[src/rtl/clk_divs.sv]
// Multi-channel clock-divider bank: runtime-loadable divisors, with divisor changes and
// enable/disable taking effect only at period boundaries so no runt pulses leave the block.
module clk_divs #(
  parameter int unsigned          NCH     = 2,
  parameter int unsigned          CW      = 8,
  parameter logic [NCH*CW-1:0]    DIV_RST = {8'd7, 8'd16}
) (
  input  logic           fclk,
  input  logic           rst,
  input  logic [NCH-1:0] ch_en,
  input  logic [NCH-1:0] div_ld,
  input  logic [CW-1:0]  div_val,
  output logic [NCH-1:0] clk_out,
  output logic [NCH-1:0] clk_rise,
  output logic [NCH-1:0] running
);

  // Divisors below 2 cannot produce a high and a low phase, so they are raised to 2.
  logic [CW-1:0] ld_val;
  assign ld_val = (div_val < CW'(2)) ? CW'(2) : div_val;

  for (genvar i = 0; i < NCH; i++) begin : g_ch
    logic          run_q, run_d;
    logic [CW-1:0] cnt_q, cnt_d;
    logic [CW-1:0] div_q, div_d;
    logic [CW-1:0] pend_q, pend_d;
    logic          pv_q, pv_d;
    logic          out_q, out_d;
    logic          rise_q, rise_d;
    logic [CW-1:0] half;
    logic [CW-1:0] cnt_inc;
    logic          at_end;

    assign half    = div_q >> 1;
    assign cnt_inc = cnt_q + CW'(1);
    assign at_end  = (cnt_q == div_q - CW'(1));

    always_comb begin
      run_d  = run_q;
      cnt_d  = cnt_q;
      div_d  = div_q;
      pend_d = pend_q;
      pv_d   = pv_q;
      out_d  = out_q;
      rise_d = 1'b0;
      if (!run_q) begin
        if (ch_en[i]) begin
          run_d  = 1'b1;
          cnt_d  = '0;
          out_d  = 1'b1;
          rise_d = 1'b1;
          if (pv_q) begin
            div_d = pend_q;
            pv_d  = 1'b0;
          end
        end else begin
          out_d = 1'b0;
        end
      end else if (!at_end) begin
        cnt_d = cnt_inc;
        out_d = (cnt_inc < half);
      end else if (!ch_en[i]) begin
        // Period finished while disabled: park low and keep any pending divisor.
        run_d = 1'b0;
        out_d = 1'b0;
      end else begin
        cnt_d  = '0;
        out_d  = 1'b1;
        rise_d = 1'b1;
        if (pv_q) begin
          div_d = pend_q;
          pv_d  = 1'b0;
        end
      end
      // A load on a boundary edge lands after adoption, so it waits for the next boundary.
      if (div_ld[i]) begin
        pend_d = ld_val;
        pv_d   = 1'b1;
      end
    end

    always_ff @(posedge fclk or posedge rst) begin
      if (rst) begin
        run_q  <= 1'b0;
        cnt_q  <= '0;
        div_q  <= DIV_RST[i*CW +: CW];
        pend_q <= DIV_RST[i*CW +: CW];
        pv_q   <= 1'b0;
        out_q  <= 1'b0;
        rise_q <= 1'b0;
      end else begin
        run_q  <= run_d;
        cnt_q  <= cnt_d;
        div_q  <= div_d;
        pend_q <= pend_d;
        pv_q   <= pv_d;
        out_q  <= out_d;
        rise_q <= rise_d;
      end
    end

    assign clk_out[i]  = out_q;
    assign clk_rise[i] = rise_q;
    assign running[i]  = run_q;
  end

endmodule

[config.mk]
export PLATFORM = sky130hd
export DESIGN_NAME = clk_divs
export DESIGN_NICKNAME = d
export VERILOG_FILES = /design/src/rtl/clk_divs.sv
export SDC_FILE = /design/constraint.sdc
export NUM_CORES = 1
export LEC_CHECK = 0
export CAP_MARGIN = 10
export CELL_PAD_IN_SITES_DETAIL_PLACEMENT = 2
export CELL_PAD_IN_SITES_GLOBAL_PLACEMENT = 2
export CORE_ASPECT_RATIO = 1.1
export CORE_UTILIZATION = 46
export DETAILED_ROUTE_END_ITERATION = 6
export DONT_BUFFER_PORTS = 1
export GPL_TIMING_DRIVEN = 1
export PLACE_DENSITY = 0.81
export SLEW_MARGIN = 20
export SYNTH_ARGS = -nofsm -noshare
export SYNTH_HDL_FRONTEND = slang
export SYNTH_SLANG_ARGS = --single-unit
export TNS_END_PERCENT = 5
[constraint.sdc]
create_clock -name fclk -period 5.47 [get_ports fclk]
set_input_delay 1.094 -clock fclk [delete_from_list [all_inputs] [get_ports fclk]]
set_output_delay 1.094 -clock fclk [all_outputs]
set_load 0.005 [all_outputs]
==> impl_summary.txt, run 1 <==
----------------------------------------------------
[Status]
  Result of the run ... finished clean

[Clock tree]
  Post-CTS Setup Inserts ... 0
  Maximum root-to-sink buffer count ... 2
  TritonCTS clock tree ... done
  Buffer type at the clock tree root ... clkbuf_8
  Hold buffer count at CTS ... 0
  TritonCTS sink count ... 56
  H-tree levels ... 2
  Clock latency on the worst-skew pair ... 0.32 ns
  Cts repair resizes ... 0
  Number of clock buffers inserted by TritonCTS ... 5
  Clock transition at the register clock pins on the worst setup and hold paths after CTS ... around 0.11 ns

[Synthesis]
  Synthesized-area fraction occupied by xor and xnor cells ... under 10%
  Post-synth top flop ... dfrtp_1
  Simple logic cell fraction of the synthesized area ... between 10% and 20%
  Total of warnings raised by yosys ... 0
  Mapped Nets ... 335
  Mean instance size in the synthesized netlist ... approximately 11 µm²
  Post-synthesis cell count ... just over 300
  Async set or reset register ratio after synthesis ... 100%
  Netlist area before placement ... between 3000 and 4000 µm²
  Post-synthesis compound-gate area fraction ... around 8.5%
  Yosys reg bits ... 56
  Distinct cell type count after synthesis ... 49
  Number of enable flip-flop cells after synthesis ... 0
  Synth Area in Adders ... under 10%
  Register area share after synthesis ... 42.8%
  Mux share of post-synthesis cell area ... 14.8%
  Dominant combinational cell family by area after synthesis ... multiplexers

[Critical path]
  Crit. path cell count ... 7
  Arrival time of data at the critical path endpoint ... slightly below 3 ns
  Cell Chain, Critical Path ... nor4_1 > o21ai_1 > nand4_1 > nand3_1 > a21boi_4 > nand3b_4 > mux2_2
  Critical path launch point ... g_ch[1].div_q[3]
  Capture point of the worst path ... g_ch[1].div_q[3]
  Type of the setup path with the least slack ... register to register
  Endpoint of the worst register-to-register path ... g_ch[1].div_q[3]
  Cell family contributing the most delay on the critical path ... simple AND/OR/NAND/NOR gates
  Number of cell instances on the worst register-to-register path ... 7
  Req. time, crit path ... between 5 and 6 ns
  Largest fanout of any net on the critical path ... 19
  Nature of the critical path startpoint ... register
  Register-to-register setup slack ... ~2.8 ns
  Master of the slowest instance on the critical path ... nor4_1
  Critical path capture point type ... register
  Largest stage delay, worst path ... 0.53 ns
  Number of buffers and inverters on the critical path ... 0
  Worst flop-to-flop path startpoint ... g_ch[1].div_q[3]

[Placement]
  Placer congestion estimate ... approximately 0.73
  HPWL after detailed placement ... 5650 µm
  Placement-stage worst setup slack ... about 2.8 ns
  Cell count after placement ... between 300 and 400
  Cell area after placement ... between 3000 and 4000 µm²
  Port bufs ... 0

[STA]
  Slew Viols, Final ... 0
  Max-slew headroom ... about half
  RSZ-0062 raised after global routing ... no
  Final setup vio count ... 0
  Skew final ... slightly below 0.01 ns
  Max Clk Rate ... about 370 MHz
  Setup WS post-layout ... approximately 2.8 ns
  Final hold vios ... 0
  Transition at the pin with the smallest max-transition slack ... a little over 0.7 ns
  Tcrit/Tclk final ... about half
  Setup_tns ... 0 ns
  Time the final worst path needs with I/O delays and setup ... roughly 2.7 ns

[Power and ir drop]
  Pleak ... 1.49 nW
  Max rail drop VDD ... 0.239 mV
  Total power density per cell area ... roughly 410 nW/µm²

[Floorplanning]
  IO Count ... 20
  Die width ... between 80 and 90 µm
  Core outline area ... roughly 7000 µm²
  Chip height ... between 90 and 100 µm
  Initial Utilization ... between 40% and 50%
  Row count ... 32
  Area enclosed by the die boundary ... between 7000 and 8000 µm²

[Global routing]
  Met2 capacity usage during global routing ... 39.4%
  Met1 track demand over resource in global routing ... about a quarter
  Largest net degree at the start of global routing ... between 50 and 60
  Most heavily used metal layer in global routing ... met2
  Residual overflow from global routing ... 0
  Initial antenna violation count ... 0
  Met3 usage in global routing ... approximately 3.7%
  Vias in the first global route ... 2392
  Total global-route track usage ... between 20 and 25%
  Wire length of the first global-routing pass ... roughly 12000 µm

[Cells and area]
  Post-Layout Cell Count ... 383
  Most used cells in the layout excluding fill and tap cells ... dfrtp_1, mux2_2, inv_1, nand2_1, xnor2_1
  Proportion of layout cells with a drive suffix above 1 ... 21.5%
  Cell area after layout ... about 3400 µm²
  Number of nets in the finished design ... 327
  N_diodes ... 0
  Most frequent standard cell in the layout excluding fill and tap cells ... dfrtp_1
  Synth-to-layout area growth ... 3.76%

[Routing]
  Routed via count ... approximately 2200
  Post-detailed-routing wire length ... approximately 7500 µm
  DRC violations left ... 0
  Average vias per placed instance ... approximately 5.7
  Number of iterations in the first detailed-routing pass ... 4
  Initial DRC count ... just over 60
  Number of routed nets with antenna violations ... 0
  Routed wirelength normalized by instance count ... 19.6 µm

[Hold path]
  Class of the tightest hold or removal check ... register to register

[Run]
  Number of max-capacitance violations reported ... 0

----------------------------------------------------
area by class of cell:
class / instances / area, µm²
Clock inverter: 2 / 38.8
Fill cell: 748 / 3550
Timing Repair Buffer: 1 / 7.51
Clock buffer: 6 / 72.6
Inverter: 25 / 93.8
Tap cell: 85 / 106
Multi-Input combinational cell: 208 / 1690
Sequential cell: 56 / 1410
layer usage:
metal  part of all wire [%]  routed length (µm)
met4                    2.5                 185
met3                    1.9                 140
met2                     55                4090
met1                     41                3090
met5                      0                   0
cells by family (layout without fill, tap and decap cells):
logic type | after synthesis | count (layout)
simple gates | 82 | 82
flops | 56 | 56
mux | 41 | 41
buf+inv | 41 | 34
compound gates | 37 | 37
xor+xnor | 31 | 31
fa+ha+maj | 17 | 17
through the flow:
step | hold WS, ns | total power [W] | utilization, %
6_report | 0.525 | 0.00139 | 49.1
5_1_grt | 0.536 | 0.00149 | 49.1
4_1_cts | 0.529 | 0.00141 | 49.1
3_5_place_dp | 0.499 | 0.00111 | 47.5
3_3_place_gp | 0.460 | 0.00107 | 47.5
2_1_floorplan | 0.451 | 0.000989 | -
state kept, by name, summed over array words and instances, names as in the netlist:
name         count
g_ch.out_q       2
g_ch.div_q      16
g_ch.pv_q        2
g_ch.pend_q     16
g_ch.run_q       2
g_ch.cnt_q      16
g_ch.rise_q      2
worst min-delay path by stage:
stage                                  from                to  cells past startpoint
after floorplan                g_ch[0].pv_q      g_ch[0].pv_q                      1
after global placement         g_ch[0].pv_q      g_ch[0].pv_q                      1
after detailed placement  g_ch[0].pend_q[2]  g_ch[0].div_q[2]                      1
after CTS                 g_ch[0].pend_q[3]  g_ch[0].div_q[3]                      1
after global routing      g_ch[0].pend_q[5]  g_ch[0].div_q[5]                      1
final                     g_ch[0].pend_q[0]  g_ch[0].div_q[0]                      1
power by group:
| part | switching (W) | leakage, nW | internal (W) |
|---|---|---|---|
| Sequential | 0.000106 | 0.668 | 0.000494 |
| Clock | 0.000144 | 0.0558 | 0.000139 |
| Combinational | 0.000274 | 0.766 | 0.000232 |
| Total | 0.000524 | 1.49 | 0.000864 |
cells in the mapped netlist, drive strengths merged (2+ instances only):
master	n	share of area [%]
nand2b	6	1.1
a21o	3	0.68
a211oi	2	0.46
xor2	14	3.7
nand4	4	0.76
nor4	3	0.57
clkbuf	4	0.49
inv	25	2.8
mux2i	2	0.61
xnor2	17	4.5
ha	16	6.1
nand2	19	2.2
dfstp	8	6.4
a21oi	8	1.2
nand3	15	2.3
nor2b	10	1.9
o21ai	12	1.8
and3	4	0.91
nor2	12	1.4
mux2	39	14
nor3	5	0.91
dfrtp	48	36
buf	12	2.6
worst reg2reg max path: stages, from the launching register on:
cell      delay (ns)
dfrtp_1         0.47
nor4_1          0.53
o21ai_1         0.20
nand4_1         0.16
nand3_1         0.13
a21boi_4        0.44
nand3b_4        0.31
mux2_2          0.36
No activity file was read; power rests on OpenSTA's default activity.
==> inputs of run 2 (changes only) <==
Settings changed: CORE_UTILIZATION 46 to 42, PLACE_DENSITY 0.81 to 0.75.
Clock period 5.47 ns to 2.8 ns, I/O delays scaled along.
==> impl_summary.txt, run 2 (synthesis gave the netlist of run 1 again) <==
----------------------------------------------------
[Clock tree]
  H-tree levels ... 2 (unchanged)
  Clock latency on the worst-skew pair ... 0.32 ns (about the same)
  Buffer type at the clock tree root ... clkbuf_8 (unchanged)
  Number of clock buffers inserted by TritonCTS ... 5 (unchanged)
  TritonCTS clock tree ... done (unchanged)
  Clock transition at the register clock pins on the worst setup and hold paths after CTS ... 0.11 ns (about the same)
  TritonCTS sink count ... 56 (unchanged)
  Post-CTS Setup Inserts ... 0 (unchanged)
  Maximum root-to-sink buffer count ... 2 (unchanged)
  Cts repair resizes ... 0 (unchanged)
  Hold buffer count at CTS ... 0 (unchanged)

[Placement]
  Placer congestion estimate ... 0.784 (was 0.733)
  Port bufs ... 0 (unchanged)
  HPWL after detailed placement ... 5850 µm (was 5650 µm)
  Cell count after placement ... 398 (was 375)
  Placement-stage worst setup slack ... 0.223 ns (was 2.79 ns)

[Global routing]
  Largest net degree at the start of global routing ... 26 (was 57)
  Vias in the first global route ... 2354 (was 2392)
  Wire length of the first global-routing pass ... 12000 µm (was 12300 µm)
  Residual overflow from global routing ... 0 (unchanged)
  Initial antenna violation count ... 0 (unchanged)
  Met3 usage in global routing ... 3.15% (was 3.74%)
  Met2 capacity usage during global routing ... 37.8% (was 39.4%)
  Total global-route track usage ... 19.7% (was 22.2%)
  Met1 track demand over resource in global routing ... 22.5% (was 26.4%)
  Most heavily used metal layer in global routing ... met2 (unchanged)

[Power and ir drop]
  Max rail drop VDD ... 0.369 mV (was 0.239 mV)
  PnR Total Power ... 0.00263 W (was 0.00139 W)
  Pleak ... 1.50 nW (was 1.49 nW)
  Total power density per cell area ... 760 nW/µm² (was 406 nW/µm²)

[STA]
  Tcrit/Tclk final ... 91.0% (was 49.5%)
  Max Clk Rate ... 393 MHz (was 370 MHz)
  Final-layout worst hold slack ... 0.153 ns (was 0.525 ns)
  Setup_tns ... 0 ns (unchanged)
  Setup WS post-layout ... 0.253 ns (was 2.76 ns)
  Transition at the pin with the smallest max-transition slack ... 0.547 ns (was 0.727 ns)
  Max-slew headroom ... 63.5% (was 51.5%)
  Final setup vio count ... 0 (unchanged)
  Skew final ... 0.00909 ns (was 0.00973 ns)
  Final hold vios ... 0 (unchanged)
  Time the final worst path needs with I/O delays and setup ... 2.55 ns (was 2.71 ns)
  RSZ-0062 raised after global routing ... no (unchanged)
  Slew Viols, Final ... 0 (unchanged)

[Cells and area]
  Largest registers ... g_ch.cnt_q x16, g_ch.div_q x16, g_ch.pend_q x16 (unchanged)
  Proportion of layout cells with a drive suffix above 1 ... 22.6% (was 21.5%)
  Most frequent standard cell in the layout excluding fill and tap cells ... dfrtp_1 (unchanged)
  Number of nets in the finished design ... 330 (was 327)
  Synth-to-layout area growth ... 4.74% (was 3.76%)
  Most used cells in the layout excluding fill and tap cells ... dfrtp_1, mux2_2, inv_1, nand2_1, xnor2_1 (unchanged)
  Post-Layout Cell Count ... 406 (was 383)
  Fillcell total ... 806 (was 748)
  N_diodes ... 0 (unchanged)

[Routing]
  DRC violations left ... 0 (unchanged)
  Average vias per placed instance ... 5.31 (was 5.66)
  Routed via count ... 2157 (was 2166)
  Number of routed nets with antenna violations ... 0 (unchanged)
  Number of iterations in the first detailed-routing pass ... 4 (unchanged)
  Routed wirelength normalized by instance count ... 18.4 µm (was 19.6 µm)
  Initial DRC count ... 59 (was 62)
  Post-detailed-routing wire length ... 7460 µm (was 7500 µm)

[Floorplanning]
  Initial Utilization ... 43.9% (was 47.3%)
  IO Count ... 20 (unchanged)
  Row count ... 33 (was 32)
  Die width ... 86.5 µm (was 82.7 µm)
  Chip height ... 94.9 µm (was 90.8 µm)
  Area enclosed by the die boundary ... 8210 µm² (was 7510 µm²)
  Core outline area ... 7510 µm² (was 6970 µm²)

[Critical path]
  Register-to-register setup slack ... 0.25 ns (was 2.76 ns)
  Req. time, crit path ... 3.02 ns (was 5.67 ns)
  Largest fanout of any net on the critical path ... 19 (unchanged)
  Nature of the critical path startpoint ... register (unchanged)
  Arrival time of data at the critical path endpoint ... 2.76 ns (was 2.91 ns)
  Type of the setup path with the least slack ... register to register (unchanged)
  Critical path capture point type ... register (unchanged)

[Run]
  Number of max-capacitance violations reported ... 0 (unchanged)

[Status]
  Result of the run ... finished clean (unchanged)

[Hold path]
  Class of the tightest hold or removal check ... input pin to async pin (was register to register)

----------------------------------------------------
-- run 2: routing by layer --
metal / wire length (µm) / up-vias / share of wire (%)
met2: 4120 / 14 / 55
met1: 3130 / 1106 / 42
met3: 123 / 7 / 1.6
li1: - / 1030 / -
met4: 86 / 0 / 1.2
met5: 0 / - / 0
-- run 2: power by group --
part	total [W]	switching [W]	leakage, nW	internal (W)
Combinational	0.000975	0.000521	0.782	0.000454
Clock	0.000480	0.000296	0.0463	0.000185
Sequential	0.00117	0.000206	0.668	0.000964
-- run 2: area by class of cell --
cell class                      count  area (µm²)  share of cell area, %
Tap cell                          105         131                   3.80
Inverter                           25        93.8                   2.72
Multi-Input combinational cell    208        1690                   48.9
Timing Repair Buffer                4        30.0                  0.870
Clock inverter                      3        27.5                  0.797
Sequential cell                    56        1410                   40.9
Clock buffer                        5        68.8                   1.99
-- run 2: final timing paths --
check,endpoint,start,cells past startpoint
worst max-delay path,g_ch[1].div_q[4],g_ch[1].div_q[0],8
worst min-delay path,g_ch[0].rise_q,rst,1
worst max register to register,g_ch[1].div_q[4],g_ch[1].div_q[0],8
worst min register to register,g_ch[0].pv_q,g_ch[0].pv_q,1
max in group asynchronous,g_ch[1].div_q[2],rst,2
min in group fclk,g_ch[1].pend_q[1],div_ld[1],1
-- run 2: worst max-delay path: stages (launching register included) --
cell	delay [ns]
dfstp_2	0.60
inv_1	0.06
ha_1	0.31
xor2_1	0.17
nand3_1	0.14
a2111oi_4	0.07
a21boi_4	0.44
nand3b_4	0.30
mux2_2	0.36
-- run 2: metrics by stage --
step,util [%],instance area (µm²)
finish,46.0,3450
global route,46.0,3450
CTS,46.0,3450
detailed placement,44.7,3360
global placement,44.7,3360
floorplan,-,3300
==> inputs of run 3 (changes only) <==
Settings changed: SLEW_MARGIN 20 to default.
==> results of run 3 <==
No change in the layout: final DEF, timing and power equal those of run 2.
==> variant, RTL diff (config.mk and constraints of run 3) <==
Register the output `running` once more; this adds one clock of latency there. The other outputs are not delayed to match.
--- a/src/rtl/clk_divs.sv
+++ b/src/rtl/clk_divs.sv
@@ -14,6 +14,8 @@
   output logic [NCH-1:0] clk_rise,
   output logic [NCH-1:0] running
 );
+
+  logic [NCH-1:0] running_d;
 
   // Divisors below 2 cannot produce a high and a low phase, so they are raised to 2.
   logic [CW-1:0] ld_val;
@@ -101,7 +103,11 @@
 
     assign clk_out[i]  = out_q;
     assign clk_rise[i] = rise_q;
-    assign running[i]  = run_q;
+    assign running_d[i]  = run_q;
+  end
+
+  always_ff @(posedge fclk) begin
+    running <= running_d;
   end
 
 endmodule
Function: changed (Yosys sat finds a counterexample within 4 cycles, from zero or initial values and one cycle with rst high).
==> variant against run 3 <==
  * Fmax decreased by 1.4%
  * Core utilization rose by 1.7 points
  * Routed wire length increased by 6.4%
  * First-iteration DRC count down 27%
  * Setup slack got worse by 0.035 ns
  * Cell count rose by 3.2%
  * Sequential cell count increased by 2
  * Cell area grew 3.0%
  * Area after synthesis down 1.7%
  * Largest cell class unchanged
Power is not compared: it rests on default switching activity, and its combinational part moved more than twofold at a synthesized area within 25%.
==> variant: results (changes against run 3) <==
worst r2r dst=g_ch[0].div_q[5]$_DFFE_PP0P_; Worst-Margin Slew=0.754 ns (+0.206 ns); largest cells by area after synthesis=dfrtp_1 (37%), mux2_1 (6.6%), dfstp_2 (6.5%); crit-path max FO=8 (-11); GP Congestion=0.792 (+0.94%); top cell family by delay on the critical path=simple AND/OR/NAND/NOR gates; global-route wire length before repair=13.2 mm (+10%); Logic inverters=27 (+8.0%); 1st-iter DRT viols=43 (-27%); CTS Buf Count=9 (+4); Worst Setup SP=g_ch[0].div_q[2]$_DFFE_PP0P_; #FFs+latches synth=58 (+3.6%); critical path data arrival time=2.81 ns (+0.05 ns); register area share after synthesis=0.448 (+0.0198); Commonest cells post-synth=dfrtp_1 (48), inv_1 (27), xnor2_1 (20), mux2_1 (19); Signal buf overhead=0.00844 (-0.000257); CLK BUF=10 (+5); R2R Setup Slk=0.22 ns (-0.04 ns); fill count=796 (-1.2%); CP max stage cell=dfrtp_1; reg2reg path depth=7 (-1); clk_skew=0.00713 ns (-0.00195 ns); ratio of cells with drive above 1 in the final layout=0.169 (-0.0571); Detailed Place HPWL=5.75 mm (-1.7%); vias in the first global route=2,571 (+9.2%); largest net degree at the start of global routing=36 (+38%); status=completed; Clk Latency, worst-skew pair=0.35 ns (+0.03 ns); fraction of area in multi-input gates=0.454 (-0.0352)
-- variant: cell families (layout without fill, tap and decap cells) --
kind of cell,Yosys count,in the layout,synth area share
XOR/XNOR,32,32,0.0865
AND/OR/NAND/NOR,76,76,0.121
AO/OA/AOI/OAI,47,47,0.0977
flip-flops,58,58,0.448
adder cells (fa/ha/maj),16,16,0.0618
buffers and inverters,41,47,0.0537
multiplexers,38,38,0.131
-- variant: through the flow --
step	hold slack (ns)	setup slack, ns	cells	instance area, um^2
2_1_floorplan	0.347	0.407	308	3240
3_3_place_gp	0.353	0.288	403	3330
3_5_place_dp	0.362	0.0980	403	3330
4_1_cts	0.233	0.0767	419	3560
5_1_grt	0.245	0.0902	419	3560
6_report	0.220	0.217	419	3560
-- variant: power breakdown --
group	internal (mW)	total (mW)	switching, mW
registers	0.865	0.879	0.0146
logic	0.0245	0.0503	0.0258
clock network	0.526	0.902	0.376
-- variant: timing repair --
action | 4_1_cts | 5_1_grt
setup buffers | 0 | 0
endpoints found under the setup margin | 0 | 4
hold buffers | 0 | 0
resized for setup | 0 | 1
-- variant: worst max-delay path by stage --
stage	cells past startpoint	end	slack [ns]
final	7	g_ch[0].div_q[5]$_DFFE_PP0P_	0.22
after global routing	8	g_ch[1].div_q[7]$_DFFE_PP0P_	0.09
after CTS	7	g_ch[0].div_q[5]$_DFFE_PP0P_	0.08
after detailed placement	7	g_ch[0].div_q[3]$_DFFE_PP0P_	0.1
after global placement	7	g_ch[0].div_q[6]$_DFFE_PP0P_	0.29
after floorplan	8	g_ch[0].div_q[0]$_DFFE_PP0P_	0.41
-- variant: routing by layer --
metal,vias to the layer above,track usage,part of all wire
met5,-,0,0
met4,0,0.0792,0.016
met3,10,0.0448,0.018
met2,14,0.422,0.56
met1,1159,0.238,0.41
li1,1068,-,-
